`src/rtl/serial_tx_arbiter.sv`:
```
// Round-robin arbiter that shares one UART transmitter among eight byte requesters.
// Each owner is granted, started, drained and acked before the next arbitration.
module serial_tx_arbiter #(
   parameter int DATA_W = 8,
   parameter int NREQ   = 8
) (
   input  logic                   clk,
   input  logic                   rst,
   input  logic [NREQ-1:0]        req,
   input  logic [NREQ*DATA_W-1:0] data_in,
   input  logic                   tx_busy,
   output logic [NREQ-1:0]        grant,
   output logic [2:0]             cur_idx,
   output logic [DATA_W-1:0]      tx_data,
   output logic                   tx_start,
   output logic [NREQ-1:0]        ack
);

   typedef enum logic [1:0] {IDLE, LOAD, SEND, DRAIN} state_t;

   localparam logic [NREQ-1:0] ONE = {{(NREQ-1){1'b0}}, 1'b1};

   state_t            r_state;
   logic [2:0]        r_ptr;
   logic [2:0]        r_cur_idx;
   logic [NREQ-1:0]   r_grant;
   logic [DATA_W-1:0] r_tx_data;
   logic              r_tx_start;
   logic [NREQ-1:0]   r_ack;

   logic [2:0]        w_win;
   logic              w_found;

   // First set request at or above the pointer, wrapping 7 -> 0.
   always_comb begin
      w_win   = r_ptr;
      w_found = 1'b0;
      for (int k = 0; k < NREQ; k++) begin
         if (!w_found && req[r_ptr + 3'(k)]) begin
            w_win   = r_ptr + 3'(k);
            w_found = 1'b1;
         end
      end
   end

   always_ff @(posedge clk or posedge rst) begin
      if (rst) begin
         r_state    <= IDLE;
         r_ptr      <= '0;
         r_cur_idx  <= '0;
         r_grant    <= '0;
         r_tx_data  <= '0;
         r_tx_start <= 1'b0;
         r_ack      <= '0;
      end else begin
         r_tx_start <= 1'b0;
         r_ack      <= '0;
         case (r_state)
            // The ack cycle is not an arbitration slot: the finished owner
            // still shows req until it has seen its ack.
            IDLE: begin
               if (r_ack == '0 && w_found) begin
                  r_cur_idx <= w_win;
                  r_grant   <= ONE << w_win;
                  r_tx_data <= data_in[w_win*DATA_W +: DATA_W];
                  r_state   <= LOAD;
               end
            end
            LOAD: begin
               if (!tx_busy) begin
                  r_tx_start <= 1'b1;
                  r_state    <= SEND;
               end
            end
            SEND: begin
               if (tx_busy)
                  r_state <= DRAIN;
            end
            DRAIN: begin
               if (!tx_busy) begin
                  r_ack   <= ONE << r_cur_idx;
                  r_ptr   <= r_cur_idx + 3'd1;
                  r_grant <= '0;
                  r_state <= IDLE;
               end
            end
            default: r_state <= IDLE;
         endcase
      end
   end

   assign grant    = r_grant;
   assign cur_idx  = r_cur_idx;
   assign tx_data  = r_tx_data;
   assign tx_start = r_tx_start;
   assign ack      = r_ack;

endmodule
```
`config.mk`:
```
export PLATFORM = sky130hd
export DESIGN_NAME = serial_tx_arbiter
export DESIGN_NICKNAME = d
export VERILOG_FILES = /design/src/rtl/serial_tx_arbiter.sv
export SDC_FILE = /design/constraint.sdc
export NUM_CORES = 1
export LEC_CHECK = 0
export ABC_AREA = 1
export CAP_MARGIN = 5
export CORE_MARGIN = 2
export CORE_UTILIZATION = 47
export CTS_CLUSTER_DIAMETER = 80
export CTS_CLUSTER_SIZE = 28
export DETAILED_ROUTE_END_ITERATION = 8
export PLACE_DENSITY = 0.88
export SYNTH_ARGS = -nofsm -noshare
export SYNTH_HDL_FRONTEND = slang
export SYNTH_SLANG_ARGS = --single-unit
```
`constraint.sdc`:
```
create_clock -name clk -period 3.6 [get_ports clk]
set_clock_uncertainty 0.1 [all_clocks]
set_input_delay 0.72 -clock clk [delete_from_list [all_inputs] [get_ports clk]]
set_output_delay 0.72 -clock clk [all_outputs]
set_load 0.005 [all_outputs]
```
==> results.md <==
* CTS buffer count at 5
* Synth cell count leaders: nand2_1, nand3_1, dfrtp_1, inv_1, nor2_1
* Finish-stage setup viols at 0
* Initial Util at 47.94%
* First-pass GRT wire length at 14560 um
* Core Area at 6277 um2
* Maximum clock frequency at 0.3143 GHz
* Mapped Cells at 486
* Asr flop ratio synth at 100.0%
* Post-route DRC at 0
* Ranking of synthesized cells by area: dfrtp_1, nand2_1, nand3_1, ha_1, inv_1
* Most used DFF post-synth: dfrtp_1
* Outcome: completed
* Worst path most repeated cell: nand3_1
* Cell with the most instances after synthesis: nand2_1
* Clk_lat worst skew at 0.28 ns
* Complex-gate fraction of the synthesized area at 5.239%
* Highest metal used: met4
* CP bufs+invs at 3
* PD cells at 1152 nW/um2
* Die H at 84.02 um
* Crit Path Category: in2reg
* Final core utilization at 66.99%
* Nets@finish at 676
* # rows at 29
* Syn nets at 574
* Clock root buffer: clkbuf_8
* Final GP Congestion at 0.8953
* Setup TNS Final at 0 ns
* Io pins at 103
* Crit Path Max Fanout at 13
* Top cell type's share of synthesized area at 27.44%
* Mean Syn Cell Area at 6.192 um2
* Share of the yosys chip area belonging to registers at 27.44%
* Mapped Area at 3009 um2
* Critical path's slowest cell: clkdlybuf4s50_1
* Die width at 84.02 um
* Unrepaired setup endpoints after global routing: no
* Metal3 WL at 647 um
* CTS resizes at 0
* Mux cell area share after synthesis at 0%
* #FFs+latches synth at 33
* WL final at 8672 um
* Pre-antenna DRT Iters at 5
* Die area at 7059 um2
* Worst rel slew slack at 60.17%
* Final HPWL DP at 6945 um
* Final Critical Period at 3.182 ns
* Ant diodes at 0
* Main combinational cell family by area after synthesis: simple AND/OR/NAND/NOR gates
* Synth Area in XOR/XNOR at 0.8732%
* Design area at 4205 um2
* Vias at 3541
* Number of global-route vias before repair at 3369
* CTS Hold Bufs at 0
* Peak supply drop at 953.7 uV
* Dpl cell area at 4089 um2
* Max-Cap Viols at 0
* Adder-Cell Fraction of Synth Area at 5.405%
* Unique masters post-synth at 33
* Design Power at 4.843 mW
* CTS tree: built
* Simple-gate share of the synthesized area at 53.18%
* DRT iter0 DRCs at 201
* Share of layout cells above drive strength 1 at 7.131%
* Avg WL per Cell at 13.02 um
* CP Cell Sequence: clkdlybuf4s50_1 > nand2_1 > nand3_1 > nand2_1 > nor2_1 > o21bai_1 > inv_1 > nand3_1 > nand3_1 > nor2_1 > inv_2 > a21oi_2 > nand2_1 > nand3_1
* Min-delay worst type: reg2reg
* Crit path DAT at 3.30 ns
* Post-synth EDFFs at 0
* CP delay by family, top: simple AND/OR/NAND/NOR gates
* DRT antenna net count at 0
* Via density at 5.317
* Met2 wire length at 4317 um
* Synth Warn # at 0
* Max incr delay on CP at 0.51 ns
* Crit. End Element: flip-flop
* CP Data Required Time at 3.72 ns
* Area Growth Syn to Fin at 39.75%
* H-Tree Depth at 2
* Overflow after GRT at 0
* Hold Vio Cnt, Final at 0
* Startpoint types: input port
* Ratio of final minimum period to clock period at 88.39%
* Clock slew seen by the registers of the worst setup and hold paths at 0.06 ns
* Slew @ Worst Pin at 0.5948 ns
* Clk sinks at 33
* Postcts setup bufs at 0
* Max clock buf depth at 2
* Yosys top cell by area: dfrtp_1
* Port bufs at 102
* Total track usage at 24.73%
* Initial antenna violation count at 0
* Met1 Wirelength at 3528 um
* Pin count of the biggest net entering global routing at 34
* Fin. max-slew vios at 0
* Leak at 2.125 nW
## worst min-delay path: cells and delay by family (launching register included)
kind,cells,cell delay (ns)
compound gates,1,0.06
flops,1,0.35
simple gates,1,0.05
## per-layer routing
layer / vias up / GRT usage, %
li1: 1780 / -
met1: 1592 / 29.18
met2: 150 / 44.80
met3: 19 / 4.748
met4: 0 / 8.211
met5: - / 0
## power breakdown
part	switching [mW]	internal, mW
logic	2.55	1.33
registers	0.111	0.499
clock network	0.128	0.225
total	2.79	2.05
## final timing paths
kind	slack, ns	from	end	cells past startpoint
setup / recovery	0.42	req[5]	tx_data[7]	14
hold / removal	0.40	grant[4]	grant[4]	2
setup reg to reg	0.45	r_ptr[1]	tx_data[7]	16
hold reg to reg	0.40	grant[4]	grant[4]	2
max in group asynchronous	2.38	rst	tx_data[4]	3
min in group asynchronous	0.72	rst	grant[0]	3
## logic make-up (layout without fill, tap and decap cells)
kind of cell,after synthesis,after routing
flops,33,33
fa+ha+maj,13,13
compound gates,26,26
simple gates,361,361
xor+xnor,3,3
buf+inv,50,153
## layout by cell type (no fill, tap or decap), drive strengths merged, types with 2 or more instances in the layout
master,netlist,final
clkdlybuf4s50,0,102
dfrtp,33,33
ha,13,13
inv,32,32
buf,14,10
o21bai,2,2
nand3,98,98
nor4,4,4
nor2,20,20
nand2,228,228
nand4,6,6
xnor2,2,2
a21oi,7,7
nor3,5,5
clkbuf,3,7
o21ai,15,15
## state kept, by name (all words and copies together) (netlist names)
name and flops:
ack 8, cur_idx 3, grant 8, r_ptr 3, tx_start 1, r_state 2, tx_data 8
## cell type report
class / instances / area, um2
clock buffer: 7 / 86.33
inverter: 33 / 123.9
sequential: 33 / 825.8
timing repair buffer: 112 / 1096
multi-input combinational: 403 / 1947
fill: 566 / 2072
clock inverter: 1 / 30.03
tap: 77 / 96.34
## metrics by stage
stage / setup WS (ns) / hold slack (ns) / cells
after floorplan: 0.7688 / 0.3821 / 486
after global placement: 0.2319 / 0.3808 / 658
after detailed placement: 0.2053 / 0.3844 / 658
after CTS: 0.4409 / 0.4090 / 666
after global routing: 0.1295 / 0.4393 / 666
final: 0.4180 / 0.4032 / 666
No activity file was read; power rests on OpenSTA's default activity.
